===== config.mk =====
export PLATFORM = sky130hd
export DESIGN_NAME = register_file_16_bit_flat
export DESIGN_NICKNAME = d
export VERILOG_FILES = /design/src/rtl/register_file_16_bit_if.sv /design/src/rtl/register_file_16_bit.sv /design/src/flat_wrapper.sv
export SDC_FILE = /design/constraint.sdc
export NUM_CORES = 1
export LEC_CHECK = 0
export ABC_CLOCK_PERIOD_IN_PS = 1700
export CORE_ASPECT_RATIO = 0.9
export CORE_MARGIN = 2
export CORE_UTILIZATION = 45
export CTS_CLUSTER_SIZE = 14
export DETAILED_ROUTE_END_ITERATION = 16
export PLACE_DENSITY = 0.76
export RECOVER_POWER = 50
export SETUP_SLACK_MARGIN = 0.4
export SYNTH_ARGS = -nofsm -noshare
export SYNTH_HDL_FRONTEND = slang
export SYNTH_SLANG_ARGS = --single-unit

===== constraint.sdc =====
create_clock -name clk -period 1.7 [get_ports clk]
set_input_delay 0.255 -clock clk [delete_from_list [all_inputs] [get_ports clk]]
set_output_delay 0.255 -clock clk [all_outputs]
set_load 0.02 [all_outputs]

===== src/rtl/register_file_16_bit_if.sv =====
// Bus bundle for the 8 x 16-bit register file: one write port, two read ports.
// Signal names follow the datapath's established naming.
interface register_file_16_bit_if;
  logic        Write_En;
  logic [2:0]  Write_Addr;
  logic [15:0] Write_Data;
  logic [2:0]  Read_Addr_A;
  logic [2:0]  Read_Addr_B;
  logic [15:0] OutA;
  logic [15:0] OutB;

  // Datapath side: drives the write port and read addresses, receives the operands.
  modport master (
    output Write_En, Write_Addr, Write_Data, Read_Addr_A, Read_Addr_B,
    input  OutA, OutB
  );

  // Register file side.
  modport slave (
    input  Write_En, Write_Addr, Write_Data, Read_Addr_A, Read_Addr_B,
    output OutA, OutB
  );
endinterface


===== src/rtl/register_file_16_bit.sv =====
// Eight-entry, 16-bit register file: one synchronous write port, two
// combinational read ports, asynchronous active-low clear of every entry.
// R0 is an ordinary register. There is no write-to-read bypass: a read of the
// entry being written shows the old value until the committing edge.
module register_file_16_bit (
  input  logic                          clk,
  input  logic                          clr,
  register_file_16_bit_if.slave         rf
);

  logic [7:0][15:0] regs_q;
  logic [7:0][15:0] regs_d;

  // Next-state: hold every entry, replace only the addressed one when enabled.
  always_comb begin
    // NOTE: combinational blocks use blocking '=' and assign a full default
    // first, so no path leaves regs_d unassigned and no latch is inferred.
    regs_d = regs_q;
    if (rf.Write_En) begin
      regs_d[rf.Write_Addr] = rf.Write_Data;
    end
  end

  // State register: clear dominates any write; otherwise commit next-state.
  always_ff @(posedge clk or negedge clr) begin
    // NOTE: this storage is built from flops, so it can take the asynchronous
    // clear directly; a RAM macro could not, and would need a sweep instead.
    if (!clr) begin
      regs_q <= '0;
    end else begin
      regs_q <= regs_d;
    end
  end

  // Read ports are plain muxes on the stored values.
  assign rf.OutA = regs_q[rf.Read_Addr_A];
  assign rf.OutB = regs_q[rf.Read_Addr_B];

endmodule


===== src/flat_wrapper.sv =====
// flat-port wrapper written by rule: the top's interface ports become plain ports
module register_file_16_bit_flat 
  (clk, clr, rf_Write_En, rf_Write_Addr, rf_Write_Data, rf_Read_Addr_A, rf_Read_Addr_B, rf_OutA, rf_OutB);
  register_file_16_bit_if rf_i ();
  input  logic clk;
  input  logic clr;
  input wire logic [$bits(rf_i.Write_En)-1:0] rf_Write_En;
  input wire logic [$bits(rf_i.Write_Addr)-1:0] rf_Write_Addr;
  input wire logic [$bits(rf_i.Write_Data)-1:0] rf_Write_Data;
  input wire logic [$bits(rf_i.Read_Addr_A)-1:0] rf_Read_Addr_A;
  input wire logic [$bits(rf_i.Read_Addr_B)-1:0] rf_Read_Addr_B;
  output wire logic [$bits(rf_i.OutA)-1:0] rf_OutA;
  output wire logic [$bits(rf_i.OutB)-1:0] rf_OutB;
  assign rf_i.Write_En = rf_Write_En;
  assign rf_i.Write_Addr = rf_Write_Addr;
  assign rf_i.Write_Data = rf_Write_Data;
  assign rf_i.Read_Addr_A = rf_Read_Addr_A;
  assign rf_i.Read_Addr_B = rf_Read_Addr_B;
  assign rf_OutA = rf_i.OutA;
  assign rf_OutB = rf_i.OutB;
  register_file_16_bit u_core (.clk(clk), .clr(clr), .rf(rf_i));
endmodule

## Word-level counts from Yosys, hierarchy flattened

Cells that the tools add are included.

- Output and inout bits: 32
- Flip-flop bits (word level): 128
- Logic and storage cells: 20

- Order comparisons: 4
- Reduce and logical (&&, ||, !) cells: 1
- Muxes and demuxes: 7

Operators with widths:

| cell | count |
|---|---|
| bitwise mux 128 bit | 1 |
| binary-select mux 16 bit (select 3 bit) | 2 |
| demux 16 bit (select 3 bit) | 1 |
| 2-to-1 mux 16 bit | 3 |
| less-than comparator 3 x 4 -> 1 bit (second input constant) | 3 |
| greater-or-equal comparator 3 x 1 -> 1 bit (second input constant) | 1 |
| logical AND 1 bit | 1 |

## Longest topological paths before layout

- Word-level depth: 5
- Depth in mapped cells: 5

## Worst setup path before layout

Ideal clock, no wire load.

- Path type: in2out
- From: input port rf_Read_Addr_A[0]
- To: output port rf_OutA[1]
- Buffers on the path: 2
- Cell stages on the path: 4
- Arrival: 1,357 ps
- Setup slack: 88 ps
- Required time: 1,445 ps
- Cell sequence: buf_6 buf_6 mux4_1 mux2_2

- Word-level cells in the longest chain between the ends: 2

Ends and longest elaborated chain:

| element | line | source |
|---|---|---|
| start: declaration | flat_wrapper.sv:10 | `input wire logic [$bits(rf_i.Read_Addr_A)-1:0] rf_Read_Addr_A;` |
| binary-select mux 16 bit (select 3 bit) | register_file_16_bit.sv:36 | `assign rf.OutA = regs_q[rf.Read_Addr_A];` |
| 2-to-1 mux 16 bit (implied by the code) | register_file_16_bit.sv:36 |  |
| end: declaration | flat_wrapper.sv:12 | `output wire logic [$bits(rf_i.OutA)-1:0] rf_OutA;` |

Every way passes these cells. The select of a mux whose other input is x is not followed.

## Worst setup path in the final report

- From: register u_core.regs_q[95] in the netlist's numbering
- To: output port rf_OutA[15]

- Word-level cells in the longest chain between the ends: 2

Ends and longest elaborated chain:

| element | line | source |
|---|---|---|
| start: declaration | register_file_16_bit.sv:11 | `logic [7:0][15:0] regs_q;` |
| start signal: assignment | register_file_16_bit.sv:31 | `regs_q <= regs_d;` |
| binary-select mux 16 bit (select 3 bit) | register_file_16_bit.sv:36 |  |
| 2-to-1 mux 16 bit (implied by the code) | register_file_16_bit.sv:36 |  |

Every way passes these cells. The select of a mux whose other input is x is not followed.

==> metrics.yaml <==
status: "finished with violations"
violations: "setup timing"
syn-num-nets: 421
detail_route.wl_per_cell_um: 23.6
n_antenna_cell: 0
largest_register: "u_core.regs_q"
vias_per_cell: 5.83
period_needed_ps: 2000
yosysMostFrequentCell: "mux2_2"
antenna_found_initial: 0
rsz0062_at_grt: "yes"
path_clk_slew_ps: 60
syn_to_final_growth_pct: 31.7
maxSlewHeadroom: 0.342
gp_congestion: 0.795
postRouteAntennaNets: 0
fp.coreArea_um2: 15300
track_usage: 0.219
rows: 43
ir_drop_uv: 874
route.detailed.drc: 0
max_cap_violations: 0
nets: 536
insertion_delay_ps: 420
vias: 4216
placement.io_buffers: 59
tns_ps: -8350
yosysUniqueCellTypes: 15
criticalPathCategory: "flip-flop to output port"
yosys.area.top_type: "dfrtp_1"
yosys.area.top_type_share: 0.457
min_path_type: "flip-flop to flip-flop"
largest_reg_flops: 128
grt_pass1_wl_um: 26500
drt_iter0_drc: 258
gr-total-overflow: 0
cts_tree: "built"
htree_levels: 4
largestRegisters: "u_core.regs_q x128"
setup_viol: 32
grt_max_degree: 73
synthTopCellsByCount: "160 x mux2_2, 128 x dfrtp_1, 56 x mux4_1, 11 x buf_6, 9 x buf_2"
numCtsBuffers: 17
crit_arrival_ps: 1750
skew_ps: 0
synth_warnings: 0
wirelength_um: 17100
max_slew.worst_pin.slew_ps: 987
mappedNetlistArea_um2: 7000
die_w_um: 135
drt_first_pass_iters: 5
period_share: 1.18
startpoint_type: "flip-flop"
avgSynthCellArea_um2: 17.8
setup_ws_ps: -304
ys_seq_area_frac: 0.457
whs_ps: 521
ys_ff_latch: 128
cp_max_fo: 3
start_util: 0.457
synth-main-ff-cell: "dfrtp_1"
clkSinkCount: 128
synth.area.top_cells: "dfrtp_1 46%, mux2_2 26%, mux4_1 21%, mux4_2 2.6%, buf_6 1.8%"
grt_pass1_vias: 4652
async_flop_share: 1.00
cts_root_buf: "clkbuf_16"
cp-end-kind: "output port"
die-area_um2: 16600
die_height_um: 122
slew_viol_final: 0
fmax_mhz: 499
clockBufferDepth: 2
place_hpwl_um: 10200
drive_gt1_frac: 0.699
finalHoldViolations: 0
p_leak_uw: 0.00404
total_power_uw: 11700
ios: 60
syn_inst: 393
power_density_nw_per_um2: 1270
cp_data_required_time_ps: 1440
synth-edff-count: 0
## placed cells by master (no fill, tap or decap), types with 2 or more instances in the layout
cell type,instances
buf_12,15
nand4b_2,3
clkbuf_16,18
mux4_2,64
buf_2,2
bufbuf_16,2
nor4bb_4,2
clkbuf_4,2
dfrtp_1,128
buf_4,42
bufinv_16,5
buf_6,37
buf_8,2
clkdlybuf4s50_1,18
clkinv_2,4
dlygate4sd2_1,5
mux2_2,76
mux2_4,84
clkbuf_1,4
## per-stage QoR
step	setup slack [ps]	utilization	cell area (um2)	instances
CTS	-309	0.596	9140	717
global route	-338	0.601	9220	723
global placement	-725	0.544	8340	676
detailed placement	-744	0.544	8340	676
floorplan	161	-	7210	393
finish	-304	0.601	9220	723
## cell type report
type / count / area, um2
Clock inverter: 11 / 186
Sequential cell: 128 / 3200
Multi-Input combinational cell: 232 / 3700
Timing Repair Buffer: 129 / 1430
Fill cell: 1148 / 6110
Clock buffer: 21 / 450
Tap cell: 202 / 253
## critical path, stage by stage, from the launching register on
cell and delay, ps:
dfrtp_1 410, mux4_2 480, mux2_4 310, buf_6 140
## worst paths after layout
check	start	to	depth (start not counted)	slack, ps
max	u_core.regs_q[95]	rf_OutA[15]	3	-300
min	u_core.regs_q[104]	u_core.regs_q[104]	1	520
max reg2reg	u_core.regs_q[21]	u_core.regs_q[21]	3	680
min reg2reg	u_core.regs_q[104]	u_core.regs_q[104]	1	520
max in group asynchronous	clr	u_core.regs_q[17]	3	380
min in group asynchronous	clr	u_core.regs_q[27]	3	610
## layer usage
metal | wire length [um] | GRT usage | up-vias
li1 | - | - | 1783
met1 | 7360 | 0.302 | 2261
met2 | 8110 | 0.348 | 155
met3 | 1390 | 0.0525 | 17
met4 | 203 | 0.0651 | 0
met5 | 0 | 0 | -
## cells by family (layout without fill, tap and decap cells)
family / count (synthesis) / count (layout) / synth area share
flops: 128 / 128 / 0.457
simple gates: 8 / 8 / 0.0163
buf+inv: 33 / 161 / 0.0331
mux: 224 / 224 / 0.493
## where the power goes
part / total (uW) / internal, uW / switching (uW)
combinational: 3460 / 2280 / 1180
sequential: 4240 / 3730 / 513
clock: 3990 / 2630 / 1360
total: 11700 / 8640 / 3050
## repair_timing
action / in CTS / in global routing
endpoints found under the hold margin: 128 / 0
gates resized for setup: 207 / 14
pin swaps: 1 / 2
gates cloned: 2 / 1
hold buffers: 1 / 0
setup endpoints to repair: 150 / 53
setup buffers: 6 / 5
Note: power is estimated with default switching activity, not from simulation.
